`src/rtl/snake_row_render.sv`:
```
// Snake row renderer: during hblank, scans the snake snapshot into a ping-pong
// pair of per-row head/body bitmaps, then answers per-pixel lookups from the display half.
module snake_row_render #(
    parameter int CELL     = 10,
    parameter int GRID_W   = 64,
    parameter int MAX_BODY = 32,
    parameter int MAX_LEN  = MAX_BODY + 1
) (
    input  logic                  clk_pix,
    input  logic                  reset_n,
    input  logic                  line_start,
    input  logic [8:0]            next_y,
    input  logic [MAX_LEN*10-1:0] body_bus_x,
    input  logic [MAX_LEN*9-1:0]  body_bus_y,
    input  logic [7:0]            length,
    input  logic [9:0]            pix_x,
    input  logic                  video_on,
    output logic                  head_px,
    output logic                  body_px,
    output logic                  busy,
    output logic                  overrun
);
    localparam int CW = (GRID_W > 1) ? $clog2(GRID_W) : 1;
    localparam int IW = (MAX_LEN > 1) ? $clog2(MAX_LEN) : 1;
    localparam int LW = $clog2(MAX_LEN + 1);

    typedef enum logic [1:0] {
        IDLE  = 2'd0,
        CLEAR = 2'd1,
        SCAN  = 2'd2
    } state_t;

    state_t r_state;
    state_t w_state_next;

    logic                  r_disp_sel;
    logic [GRID_W-1:0]     r_head_buf [2];
    logic [GRID_W-1:0]     r_body_buf [2];
    logic [MAX_LEN*10-1:0] r_snap_x;
    logic [MAX_LEN*9-1:0]  r_snap_y;
    logic [8:0]            r_ny;
    logic [LW-1:0]         r_eff_len;
    logic [LW-1:0]         r_idx;
    logic                  r_head_px;
    logic                  r_body_px;
    logic                  r_overrun;

    logic [9:0]            w_seg_x [MAX_LEN];
    logic [8:0]            w_seg_y [MAX_LEN];
    logic [9:0]            w_sx;
    logic [9:0]            w_sy10;
    logic [9:0]            w_ny10;
    logic [9:0]            w_col;
    logic                  w_col_ok;
    logic                  w_hit;
    logic                  w_last;
    logic                  w_fill;
    logic [LW-1:0]         w_len_clip;
    logic [9:0]            w_pc;
    logic                  w_pc_ok;

    // Segment 0 (head) sits in the most significant slice of each bus.
    generate
        for (genvar gi = 0; gi < MAX_LEN; gi++) begin : g_unpack
            assign w_seg_x[gi] = r_snap_x[(MAX_LEN-1-gi)*10 +: 10];
            assign w_seg_y[gi] = r_snap_y[(MAX_LEN-1-gi)*9 +: 9];
        end
    endgenerate

    assign w_len_clip = (length > 8'(MAX_LEN)) ? LW'(MAX_LEN) : length[LW-1:0];
    assign w_fill     = ~r_disp_sel;

    assign w_sx     = w_seg_x[r_idx[IW-1:0]];
    assign w_sy10   = {1'b0, w_seg_y[r_idx[IW-1:0]]};
    assign w_ny10   = {1'b0, r_ny};
    // Widened to 10 bits so a segment near the bottom edge does not wrap its extent.
    assign w_hit    = (w_ny10 >= w_sy10) && (w_ny10 < (w_sy10 + 10'(CELL)));
    assign w_col    = w_sx / 10'(CELL);
    assign w_col_ok = (w_col < 10'(GRID_W));
    assign w_last   = (r_idx == (r_eff_len - LW'(1)));

    assign w_pc    = pix_x / 10'(CELL);
    assign w_pc_ok = (w_pc < 10'(GRID_W));

    always_ff @(posedge clk_pix or negedge reset_n) begin
        if (!reset_n) begin
            r_state <= IDLE;
        end else begin
            r_state <= w_state_next;
        end
    end

    always_comb begin
        w_state_next = r_state;
        case (r_state)
            IDLE: begin
                if (line_start) w_state_next = CLEAR;
            end
            CLEAR: begin
                if (line_start)               w_state_next = CLEAR;
                else if (r_eff_len == '0)     w_state_next = IDLE;
                else                          w_state_next = SCAN;
            end
            SCAN: begin
                if (line_start)  w_state_next = CLEAR;
                else if (w_last) w_state_next = IDLE;
            end
            default: w_state_next = IDLE;
        endcase
    end

    assign busy = (r_state == CLEAR) || (r_state == SCAN);

    always_ff @(posedge clk_pix or negedge reset_n) begin
        if (!reset_n) begin
            r_disp_sel    <= 1'b0;
            r_head_buf[0] <= '0;
            r_head_buf[1] <= '0;
            r_body_buf[0] <= '0;
            r_body_buf[1] <= '0;
            r_snap_x      <= '0;
            r_snap_y      <= '0;
            r_ny          <= '0;
            r_eff_len     <= '0;
            r_idx         <= '0;
            r_head_px     <= 1'b0;
            r_body_px     <= 1'b0;
            r_overrun     <= 1'b0;
        end else begin
            // Lookup reads the display half selected before any toggle this cycle.
            r_head_px <= video_on && w_pc_ok && r_head_buf[r_disp_sel][w_pc[CW-1:0]];
            r_body_px <= video_on && w_pc_ok && r_body_buf[r_disp_sel][w_pc[CW-1:0]];
            r_overrun <= line_start && busy;

            if (line_start) begin
                r_disp_sel <= ~r_disp_sel;
                r_ny       <= next_y;
                r_snap_x   <= body_bus_x;
                r_snap_y   <= body_bus_y;
                r_eff_len  <= w_len_clip;
                r_idx      <= '0;
            end else if (r_state == CLEAR) begin
                r_head_buf[w_fill] <= '0;
                r_body_buf[w_fill] <= '0;
                r_idx              <= '0;
            end else if (r_state == SCAN) begin
                if (w_hit && w_col_ok) begin
                    if (r_idx == '0) r_head_buf[w_fill][w_col[CW-1:0]] <= 1'b1;
                    else             r_body_buf[w_fill][w_col[CW-1:0]] <= 1'b1;
                end
                r_idx <= r_idx + LW'(1);
            end
        end
    end

    assign head_px = r_head_px;
    assign body_px = r_body_px;
    assign overrun = r_overrun;

endmodule
```
`config.mk`:
```
export PLATFORM = sky130hd
export DESIGN_NAME = snake_row_render
export DESIGN_NICKNAME = d
export VERILOG_FILES = /design/src/rtl/snake_row_render.sv
export SDC_FILE = /design/constraint.sdc
export NUM_CORES = 2
export LEC_CHECK = 0
export ABC_AREA = 1
export CAP_MARGIN = 5
export CORE_AREA = 4 4 288 290
export DETAILED_ROUTE_END_ITERATION = 8
export DIE_AREA = 0 0 292 294
export PLACE_DENSITY = 0.82
export SLEW_MARGIN = 20
export SYNTH_ARGS = -nofsm -noshare
export SYNTH_HDL_FRONTEND = slang
export SYNTH_SLANG_ARGS = --single-unit
```
`constraint.sdc`:
```
create_clock -name clk_pix -period 15.5 [get_ports clk_pix]
set_input_delay 2.325 -clock clk_pix [delete_from_list [all_inputs] [get_ports clk_pix]]
set_output_delay 2.325 -clock clk_pix [all_outputs]
set_load 0.05 [all_outputs]
```
==> parameters.txt <==
Parameter                              Value

Placed design
  Pre-CTS setup slack    5930 ps
  Number of buffers inserted by port buffering    660
  Post-Place Cells    between 7,000 and 8,000
  Final GP Congestion    around 0.92
  HPWL after detailed placement    between 100,000 and 150,000 um
  Instance area after placement    approximately 0.054 mm2

Power and ir drop
  PD cells    around 180 mW/mm2
  Highest ir drop seen on vdd    ~0.39 mV
  P_leak    between 20 and 30 nW

Clock network
  Clk slew on worst S/H paths    60 ps
  Clock tree from TritonCTS    done
  Hold Buf Count CTS    0
  CTS Buffer Depth    3
  Num CTS Buffers    98
  Count of buffers added by post-CTS timing repair for setup    0
  Buffer type at the clock tree root    clkbuf_16
  Post-cts gate resize count    0
  Maximum level of the CTS H-tree    3
  Source-to-sink clock delay at the later pin of the worst-skew pair    between 600 and 700 ps
  Sink Count    between 900 and 1,000

Yosys
  Top cells by area, synth    dfrtp_1 (48%), nand2_1 (13%), o21ai_0 (7.0%)
  EDFF count, synth    0
  Warnings from Yosys    0
  Area fraction of the dominant cell type after synthesis    a little under half
  Leading cell type by number of instances after synthesis    nand2_1
  Synthesized netlist net count    slightly above 7,000
  Synthesized area    ~0.048 mm2
  Cell type with the largest total area after synthesis    dfrtp_1
  Flip-flop and latch count after synthesis    around 900
  Average size of a mapped cell    roughly 7.5 um2
  Gate Count Post-Synth    around 6,400
  Number of different library cells in the post-synthesis netlist    56
  Portion of the post-synthesis area used by sequential elements    a little under half
  Dominant synthesized flop cell    dfrtp_1
  Cell types with the highest counts after synthesis    nand2_1 (1,699), dfrtp_1 (910), inv_1 (781)
  Async set-or-reset flop fraction in the synthesized netlist    100%

Layout
  Number of inserted filler cells in the final layout    around 6,300
  Final std cell area, no fill    between 0.05 and 0.06 mm2
  Number of nets at the end of the flow    around 7,500
  Post-route core utilization    between 70% and 80%
  Area growth from synthesis to layout    20.8%
  Filler-free cell count of the finished design    between 7,000 and 8,000
  Ratio of cells with drive above 1 in the final layout    between 4 and 5%

GRT
  Pin count of the biggest net entering global routing    about 290
  GRT overflow    0
  First-pass GRT wire length    247,000 um
  Via count of the first global-routing pass    approximately 44,000
  Total Routing Usage GR    between 30% and 40%
  Number of antenna violations at the first check in global routing    73

Route
  Per-cell routed wire length    between 20 and 25 um
  Post-detailed-route via-to-cell ratio    roughly 5.8
  Count of TritonRoute iterations in the first routing pass    6
  Routed wire length    between 150,000 and 200,000 um
  Antenna Nets Post-Route    0
  Residual DRC count    0
  Number of vias in the routed layout    46,100
  Detailed Route Iter0 Violations    between 5,000 and 6,000

STA
  Transition time at the pin with the least slew margin    between 1000 and 1500 ps
  Final Hold Violating Endpoints    0
  Max Clk Rate    between 0.1 and 0.15 GHz
  Final Max Tran Viols    0
  Sum Neg Setup Slack    0 ps
  Normalized max-slew margin    a little under a quarter
  Clock skew    roughly 33 ps
  Final critical path time including I/O delays and setup    slightly above 9000 ps
  Setup ws final    6260 ps
  Period utilization    59.6%
  Setup repair after global routing missed its margin    false
  Count of final setup violators    0

Floorplan
  Initial core utilization    about 60%
  Die width    around 290 um
  I/O pins    662
  Core ar.    roughly 0.08 mm2
  Chip Height    between 200 and 300 um
  Die outline area    0.0858 mm2
  Count of standard-cell rows    104

Critical path
  Data required time of the worst path    around 16,000 ps
  Maximum fanout count along the critical path    76
  Arrival @ worst endpoint    9820 ps
  Most used cell along the critical path    nand2_1
  Slowest library cell on the worst path    nand2_1
  Largest incremental delay on the critical path    approximately 700 ps
  CP Capture Type    register
  Critical path launch point type    primary input
  Kind of critical path    primary input to register

Outcome
  Status    finished, final reports clean

Run
  Max-cap violation count    0

Worst hold path
  Path class of the lowest-slack min-delay path    register to register
==> sequential cells by signal, indices dropped and copies added (netlist names), 2 cells and up <==
name and flops:
r_snap_x 330, r_snap_y 297, r_body_buf 128, r_head_buf 128
r_ny 9, r_eff_len 6, r_idx 6, r_state 2
==> per-stage QoR <==
stage	total power, mW	hold WS, ps
final	10.5	465
after global routing	11.1	482
after CTS	10.4	467
after detailed placement	7.99	453
after global placement	7.86	448
after floorplan	6.55	437
==> worst paths after layout <==
kind	cells past startpoint	startpoint	slack, ps	to
max in group asynchronous	4	reset_n	10550	r_snap_y[14]
min in group asynchronous	1	reset_n	1680	r_snap_x[287]
worst min-delay path	2	r_snap_y[125]	460	r_snap_y[125]
worst max register to register	28	r_idx[0]	6970	r_head_buf[110]
worst min register to register	2	r_snap_y[125]	460	r_snap_y[125]
worst max-delay path	33	pix_x[7]	6260	body_px
==> area by class of cell <==
cell class / instances / area (um2) / share of cell area (%)
diodes: 67 / 168 / 0.290
clock buffers: 142 / 2860 / 4.94
clock inverters: 31 / 365 / 0.632
inverters: 804 / 3050 / 5.27
multi-input cells: 4248 / 20100 / 34.8
flip-flops and latches: 910 / 22800 / 39.4
well taps: 1060 / 1330 / 2.29
repair buffers: 721 / 7150 / 12.4
==> cells by family after synthesis <==
kind of cell / after synthesis / share of synthesized area [%]
flip-flops: 910 / 47.6
XOR/XNOR: 20 / 0.382
buffers and inverters: 1262 / 10.5
adder cells (fa/ha/maj): 28 / 0.732
AO/OA/AOI/OAI: 1442 / 15.7
AND/OR/NAND/NOR: 2758 / 25.1
==> routing by layer <==
layer  GRT usage (%)  vias to the layer above  routed length (um)
met4            21.5                       20               10000
met3            6.68                      486               13700
li1                -                    21500                   -
met1            46.5                    21700               61200
met5               0                        -                 143
met2            57.7                     2342               75500
==> power by group <==
part	internal, mW	switching [mW]
Combinational	1.32	3.67
Clock	1.36	1.01
Sequential	2.82	0.268
==> worst max-delay path, delay by kind of cell <==
kind	cells	cell delay [ps]
AND/OR/NAND/NOR	19	3830
AO/OA/AOI/OAI	5	820
XOR/XNOR	1	240
buffers and inverters	8	2570
==> layout by cell type, fill, tap and decap left out, types with 5 or more instances in the layout <==
| cell type | synthesis | layout |
|---|---|---|
| clkbuf_8 | 0 | 24 |
| nor2_4 | 36 | 41 |
| o221ai_1 | 7 | 7 |
| o21ai_0 | 665 | 665 |
| nor2_1 | 270 | 267 |
| nand3_2 | 6 | 5 |
| o41ai_1 | 6 | 6 |
| nand4_1 | 188 | 188 |
| nor2_2 | 10 | 8 |
| o211ai_1 | 12 | 12 |
| diode_2 | 0 | 67 |
| nand3_4 | 6 | 7 |
| nand2_1 | 1699 | 1698 |
| dfrtp_1 | 910 | 907 |
| clkbuf_1 | 308 | 20 |
| nand2_2 | 17 | 18 |
| ha_1 | 28 | 28 |
| inv_1 | 781 | 779 |
| clkinv_2 | 0 | 22 |
| a21oi_1 | 634 | 634 |
| nor4_1 | 14 | 13 |
| nand3_1 | 324 | 324 |
| a211oi_1 | 46 | 45 |
| nor3_1 | 173 | 173 |
| inv_2 | 19 | 15 |
| o21ai_1 | 49 | 49 |
| clkdlybuf4s50_1 | 0 | 658 |
| bufinv_16 | 0 | 5 |
| clkbuf_16 | 0 | 98 |
| buf_4 | 14 | 55 |
| xor2_1 | 15 | 15 |
Power figures use the tool's default switching activity.
